--- src/rtl/serial_pkg.sv ---
// Shared encodings for the serial frame transmitter and its matching receiver.
package serial_pkg;

  typedef enum logic [1:0] {
    IDLE  = 2'd0,
    START = 2'd1,
    DATA  = 2'd2,
    STOP  = 2'd3
  } state_t;

  localparam logic LINE_IDLE = 1'b1;

endpackage

--- src/rtl/serial_frame_tx_bit_timer.sv ---
// Bit-period timer: counts CLKS_PER_BIT cycles while run is high and flags
// the last cycle of each serial bit.
module bit_timer #(
  parameter int CLKS_PER_BIT = 4
) (
  input  logic clk,
  input  logic rst,
  input  logic run,
  output logic bit_end
);

  localparam int CNT_W = (CLKS_PER_BIT > 1) ? $clog2(CLKS_PER_BIT) : 1;
  localparam logic [CNT_W-1:0] CNT_LAST = CNT_W'(CLKS_PER_BIT - 1);

  logic [CNT_W-1:0] cnt_reg;
  logic [CNT_W-1:0] cnt_next;

  // Held at zero while idle so every frame starts on a fresh bit period.
  always_comb begin
    cnt_next = cnt_reg;
    if (!run || (cnt_reg == CNT_LAST)) begin
      cnt_next = '0;
    end else begin
      cnt_next = cnt_reg + 1'b1;
    end
  end

  always_ff @(posedge clk or posedge rst) begin
    if (rst) begin
      cnt_reg <= '0;
    end else begin
      cnt_reg <= cnt_next;
    end
  end

  assign bit_end = run && (cnt_reg == CNT_LAST);

endmodule

--- src/rtl/serial_frame_tx.sv ---
// Parallel-to-serial frame transmitter: start bit, DATA_W data bits LSB
// first, stop bit, each held for CLKS_PER_BIT cycles. All outputs but
// in_ready are registered.
module serial_frame_tx
  import serial_pkg::*;
#(
  parameter int DATA_W       = 8,
  parameter int CLKS_PER_BIT = 4
) (
  input  logic              clk,
  input  logic              rst,
  input  logic [DATA_W-1:0] in_data,
  input  logic              in_valid,
  output logic              in_ready,
  output logic              tx,
  output logic              busy,
  output logic              done
);

  localparam int IDX_W = (DATA_W > 1) ? $clog2(DATA_W) : 1;
  localparam logic [IDX_W-1:0] IDX_LAST = IDX_W'(DATA_W - 1);

  state_t              state_reg, state_next;
  logic [DATA_W-1:0]   shift_reg, shift_next;
  logic [IDX_W-1:0]    idx_reg, idx_next;
  logic                tx_reg, tx_next;
  logic                busy_reg, busy_next;
  logic                done_reg, done_next;
  logic                bit_end;
  logic                handshake;

  bit_timer #(
    .CLKS_PER_BIT(CLKS_PER_BIT)
  ) u_bit_timer (
    .clk     (clk),
    .rst     (rst),
    .run     (state_reg != IDLE),
    .bit_end (bit_end)
  );

  assign in_ready  = (state_reg == IDLE) && !rst;
  assign handshake = in_valid && in_ready;

  always_comb begin
    state_next = state_reg;
    shift_next = shift_reg;
    idx_next   = idx_reg;
    done_next  = 1'b0;
    case (state_reg)
      IDLE: begin
        if (handshake) begin
          shift_next = in_data;
          idx_next   = '0;
          state_next = START;
        end
      end
      START: begin
        if (bit_end) begin
          idx_next   = '0;
          state_next = DATA;
        end
      end
      DATA: begin
        if (bit_end) begin
          shift_next = shift_reg >> 1;
          idx_next   = idx_reg + 1'b1;
          if (idx_reg == IDX_LAST) begin
            state_next = STOP;
          end
        end
      end
      STOP: begin
        if (bit_end) begin
          state_next = IDLE;
          done_next  = 1'b1;
        end
      end
      default: state_next = IDLE;
    endcase
  end

  // Line level is derived from the next state so tx changes on the same
  // edge as the state, keeping the output fully registered.
  always_comb begin
    tx_next = LINE_IDLE;
    case (state_next)
      START:   tx_next = 1'b0;
      DATA:    tx_next = shift_next[0];
      default: tx_next = LINE_IDLE;
    endcase
    busy_next = (state_next != IDLE);
  end

  always_ff @(posedge clk or posedge rst) begin
    if (rst) begin
      state_reg <= IDLE;
      shift_reg <= '0;
      idx_reg   <= '0;
      tx_reg    <= LINE_IDLE;
      busy_reg  <= 1'b0;
      done_reg  <= 1'b0;
    end else begin
      state_reg <= state_next;
      shift_reg <= shift_next;
      idx_reg   <= idx_next;
      tx_reg    <= tx_next;
      busy_reg  <= busy_next;
      done_reg  <= done_next;
    end
  end

  assign tx   = tx_reg;
  assign busy = busy_reg;
  assign done = done_reg;

endmodule

--- config.mk ---
export PLATFORM = sky130hd
export DESIGN_NAME = serial_frame_tx
export DESIGN_NICKNAME = d
export VERILOG_FILES = /design/src/rtl/serial_pkg.sv /design/src/rtl/serial_frame_tx_bit_timer.sv /design/src/rtl/serial_frame_tx.sv
export SDC_FILE = /design/constraint.sdc
export NUM_CORES = 1
export LEC_CHECK = 0
export BUFFER_PORTS_ARGS = -buffer_cell sky130_fd_sc_hd__buf_4
export CAP_MARGIN = 40
export CORE_AREA = 2 2 47 45
export CTS_CLUSTER_DIAMETER = 200
export DETAILED_ROUTE_END_ITERATION = 12
export DIE_AREA = 0 0 49 47
export PLACE_DENSITY = 0.8
export SYNTH_ARGS = -nofsm -noshare
export SYNTH_HDL_FRONTEND = slang
export SYNTH_SLANG_ARGS = --single-unit
--- constraint.sdc ---
create_clock -name clk -period 3.3 [get_ports clk]
set_clock_uncertainty 0.2 [all_clocks]
set_input_delay 0.825 -clock clk [delete_from_list [all_inputs] [get_ports clk]]
set_output_delay 0.825 -clock clk [all_outputs]
set_load 0.005 [all_outputs]
==> metrics.cfg, run 1 <==
[power]
p_total_mw=0.8028
vdd_drop_max_mv=0.3722
pwr_density_cell_nw_per_um2=792.1
total_leakage_power_nw=0.5070
comb_power_share_pct=32.6
p_seq_share_pct=50.6
clkPwrFrac_pct=16.9
p_sw_mw=0.2768
internal_power_mw=0.5260
p_sw_share_pct=34.48

[cells_and_area]
ff_latch_area_um2=451.7
area.growth.synth_to_final_pct=17.73
nFillCells=168
final_common_cell=dfrtp_1
diodes=0
final_cell_mix=dfrtp_1 (17), nand2_1 (16), buf_4 (15)
fin_area_um2=1013
largest_reg_flops=8
layout-drive-gt1-share_pct=25.26
fin_nets=110
final_cells=120
final_core_util_pct=55.67
multi_input_area_um2=374.1

[worst_setup_path]
cp_slowest_stage_delay_ns=0.55
r2r-end=idx_reg[0]
critPathLaunchType=register
worstReg2RegStart=state_reg[1]
worst_r2r_path_depth=5
path_cells=or2_2, nor2_1, buf_4
critPathKind=reg -> out
cp-end-kind=primary output
cp.arrival_ns=1.45
rrSetupSlack_ns=1.38
cp.required_ns=2.27
critPathTopFamily=flip-flops
critPathSlowestCell=dfrtp_1
crit_path_max_fanout=14
cp_num_buf_inv=1

[grt]
grt_antenna_before_repair=0
gr-usage-all-layers_pct=18.03
grt_max_degree=19
grt_pass1_vias=676
grt_overflow=0
grt_pass1_wl_mm=3.015

[timing]
fmax_mhz=404.8
period_share_pct=74.87
holdWs_ns=0.2449
drv_slew=0
finalWorstSetupSlack_ns=0.8294
hold_violations=0
tightest_slew_ns=0.6766
slew_headroom_pct=54.84
rsz0062_at_grt=no
setup_viol=0
tns_ns=0
fin_crit_ns=2.471

[yosys]
synth.largest_area_cell=dfrtp_1
async_flop_share_pct=100.0
ys_warn_count=0
synth-edff-count=0
yosys_register_bits=18
synthesis.nets=95
netlist_area_um2=860.8
netlist-cell-type-count=29
yosys-top-cells-area=dfrtp_1 (49%), nand2_1 (7.0%), a22oi_1 (5.2%)
synthCells=81
synthFlopType=dfrtp_1
syn_area_per_cell_um2=10.63
seq_area_frac_synth_pct=52.47
yosys.area.top_type_share_pct=49.42

[status]
outcome=finished clean

[die]
row_count=15
dieArea_um2=2303
start_util_pct=47.29
die_h_um=47
coreArea_um2=1821
ios=15
die_x_um=49

[hold_path]
hold_path_depth=1
hold_path_end=u_bit_timer.cnt_reg[0]
hold_class=reg -> reg
hp-start=u_bit_timer.cnt_reg[0]

[clocking]
cts_tree=yes
cts_root_buffer=clkbuf_4
cts_inserted_buffers=3
h-tree-depth=1
cts_resized=0
clockBufferDepth=2
clk_latency_ns=0.29
path_clk_slew_ns=0.10
cts_setup_buffers=0
cts-hold-fix-buffers=0
cts_sinks=18

[route]
routedWlPerCell_um=13.08
drtAntennaViolNets=0
first_pass_iters=4
routed_via_density=5.242
wirelength_mm=1.569
drc_errors=0
vias=629
first_iter_violations=3

[placement]
numPortBuffers=14
dp_hpwl_mm=1.111
gp_congestion=0.7796
dp_cells=116
pre_cts_slack_ns=1.085
place_area_um2=977.2

[flow_run]
maxCapViolCount=0

[area by class of cell]
cell class | instances | share of cell area [%]
Clock buffer | 4 | 3.580
Inverter | 2 | 0.7407
Multi-Input combinational cell | 56 | 36.91
Sequential cell | 18 | 44.57
Tap cell | 25 | 3.086
Timing Repair Buffer | 15 | 11.11
[kinds of logic (layout without fill, tap and decap cells)]
logic type	Yosys count	count (layout)	synth area share (%)
mux	1	1	1.744
buf+inv	7	21	4.071
fa+ha+maj	3	3	4.361
simple gates	32	32	20.20
flops	18	18	52.47
xor+xnor	1	1	1.018
compound gates	19	19	16.13
[synth_stat cells, types with 2 or more instances]
cell type  instances
dfrtp_1           17
nand2_1           16
a22oi_1            6
a21oi_1            5
buf_2              4
nor2_1             4
a22o_1             3
ha_1               3
and3_1             2
inv_1              2
[routing by layer]
metal	part of all wire, %	GRT usage [%]
met1	47	20.41
met2	50	33.15
met3	2.7	5.732
met4	0	6.857
met5	0	0
[power groups by stage]
stage / clock network, mW / logic, mW / registers (mW)
2_1_floorplan: 0 / 0.225 / 0.367
4_1_cts: 0.141 / 0.267 / 0.406
3_3_place_gp: 0 / 0.253 / 0.404
6_report: 0.135 / 0.261 / 0.406
3_5_place_dp: 0 / 0.265 / 0.410
5_1_grt: 0.150 / 0.304 / 0.423
[worst max-delay path by stage]
| stage | from | to | slack, ns | cells past startpoint |
|---|---|---|---|---|
| after CTS | state_reg[1] | in_ready | 0.81 | 3 |
| after global routing | state_reg[1] | in_ready | 0.68 | 3 |
| final | state_reg[1] | in_ready | 0.83 | 3 |
| after detailed placement | rst | idx_reg[0] | 1.09 | 6 |
| after global placement | rst | idx_reg[0] | 1.11 | 6 |
| after floorplan | rst | in_ready | 1.34 | 1 |
[worst register-to-register path, cell delays in order (launching register included)]
cell and delay [ns]:
dfrtp_1 0.55, nor4b_2 0.33, buf_4 0.22, a21oi_1 0.08, a21o_1 0.19, mux2_4 0.25
(Power assumes the default switching activity.)
==> run 2, diff against run 1 <==
- clock period: 3.3 -> 2.55 ns (I/O delays scaled with it)
==> metrics.cfg, run 2 (synthesized netlist as in run 1, its figures left out) <==
[worst_setup_path]
rrSetupSlack_ns=0.73
cp-startpoint=state_reg[1]
cp.required_ns=1.71
worstReg2RegStart=state_reg[1]
crit_path_max_fanout=14
worst_r2r_path_depth=4
cp_num_buf_inv=1
cp_slowest_stage_delay_ns=0.54
r2r-end=idx_reg[0]
critPathKind=reg -> out
critPathLaunchType=register
critPathTopFamily=flip-flops
cp.arrival_ns=1.43
cp-end-kind=primary output
critPathSlowestCell=dfrtp_1
path_cells=or2_2, nor2_1, buf_4

[route]
first_iter_violations=5
drc_errors=0
drtAntennaViolNets=0
routedWlPerCell_um=12.44
routed_via_density=5.300
vias=636
wirelength_mm=1.493
first_pass_iters=4

[power]
total_leakage_power_nw=0.5010
vdd_drop_max_mv=0.6411
pwr_density_cell_nw_per_um2=995.5
p_total_mw=0.9990

[status]
outcome=finished clean

[die]
dieArea_um2=2303
start_util_pct=47.29
die_h_um=47
row_count=15
die_x_um=49
coreArea_um2=1821
ios=15

[timing]
period_share_pct=88.82
rsz0062_at_grt=no
tns_ns=0
fin_crit_ns=2.265
hold_violations=0
drv_slew=0
setup_viol=0
holdWs_ns=0.2532
fmax_mhz=441.5
tightest_slew_ns=0.6511
slew_headroom_pct=56.55

[cells_and_area]
fin_nets=110
final_cells=120
final_cell_mix=dfrtp_1 (17), nand2_1 (16), buf_4 (15)
ff_latch_area_um2=451.7
multi_input_area_um2=374.1
diodes=0
area.growth.synth_to_final_pct=16.57
layout-drive-gt1-share_pct=24.21
nFillCells=164
largest_reg_flops=8
final_common_cell=dfrtp_1
final_core_util_pct=55.12

[grt]
grt_overflow=0
grt_pass1_wl_mm=2.573
grt_antenna_before_repair=0
gr-usage-all-layers_pct=15.55
grt_pass1_vias=598
grt_max_degree=19

[placement]
dp_cells=116
numPortBuffers=14
gp_congestion=0.8343
dp_hpwl_mm=1.076

[clocking]
cts-hold-fix-buffers=0
cts_tree=yes
cts_root_buffer=clkbuf_4
h-tree-depth=1
cts_setup_buffers=0
clk_latency_ns=0.29
cts_resized=0
cts_inserted_buffers=3
cts_sinks=18
path_clk_slew_ns=0.10
clockBufferDepth=2

[hold_path]
hold_path_depth=1
hold_path_end=u_bit_timer.cnt_reg[0]
hp-start=u_bit_timer.cnt_reg[0]
hold_class=reg -> reg

[flow_run]
maxCapViolCount=0

[run 2: cell count changes in the layout (fill, tap and decap cells not counted)]
cell	delta
clkbuf_1	+1
clkbuf_8	-1
[run 2: per-stage QoR]
stage	cell area [µm²]	worst slack [ns]
after floorplan	860.8	0.8726
after global placement	977.2	0.6555
after detailed placement	977.2	0.6020
after CTS	1003	0.2840
after global routing	1003	0.2123
final	1003	0.2850
[run 2: power breakdown]
| part | leakage (nW) | total, mW | internal (mW) | switching [mW] |
|---|---|---|---|---|
| Combinational | 0.262 | 0.334 | 0.183 | 0.152 |
| Sequential | 0.224 | 0.522 | 0.409 | 0.113 |
| Clock | 0.0150 | 0.143 | 0.0609 | 0.0817 |
| Total | 0.501 | 0.999 | 0.652 | 0.347 |
[run 2: layer usage]
layer | vias to the layer above | GRT usage (%) | share of wire [%]
met5 | - | 0 | 0
li1 | 319 | - | -
met1 | 295 | 17.25 | 47
met3 | 6 | 5.096 | 4.6
met4 | 0 | 8.571 | 2.4
met2 | 16 | 27.67 | 45
[run 2: layout make-up]
type / instances / area share (%)
timing repair buffer: 15 / 11.22
inverter: 2 / 0.7481
multi-input combinational: 56 / 37.28
clock buffer: 4 / 2.618
tap: 25 / 3.117
sequential: 18 / 45.01
[run 2: worst reg2reg max path: stages (launching register included)]
cell	delay [ns]
dfrtp_1	0.54
nor4b_2	0.40
a21oi_1	0.12
a21o_1	0.19
mux2_4	0.25
[run 2: how the worst max path moves through the flow]
stage,endpoint,slack (ns),depth (start not counted)
floorplan,idx_reg[0],0.87,4
global placement,in_ready,0.66,3
detailed placement,idx_reg[0],0.60,5
CTS,in_ready,0.28,3
global route,in_ready,0.21,3
finish,in_ready,0.29,3
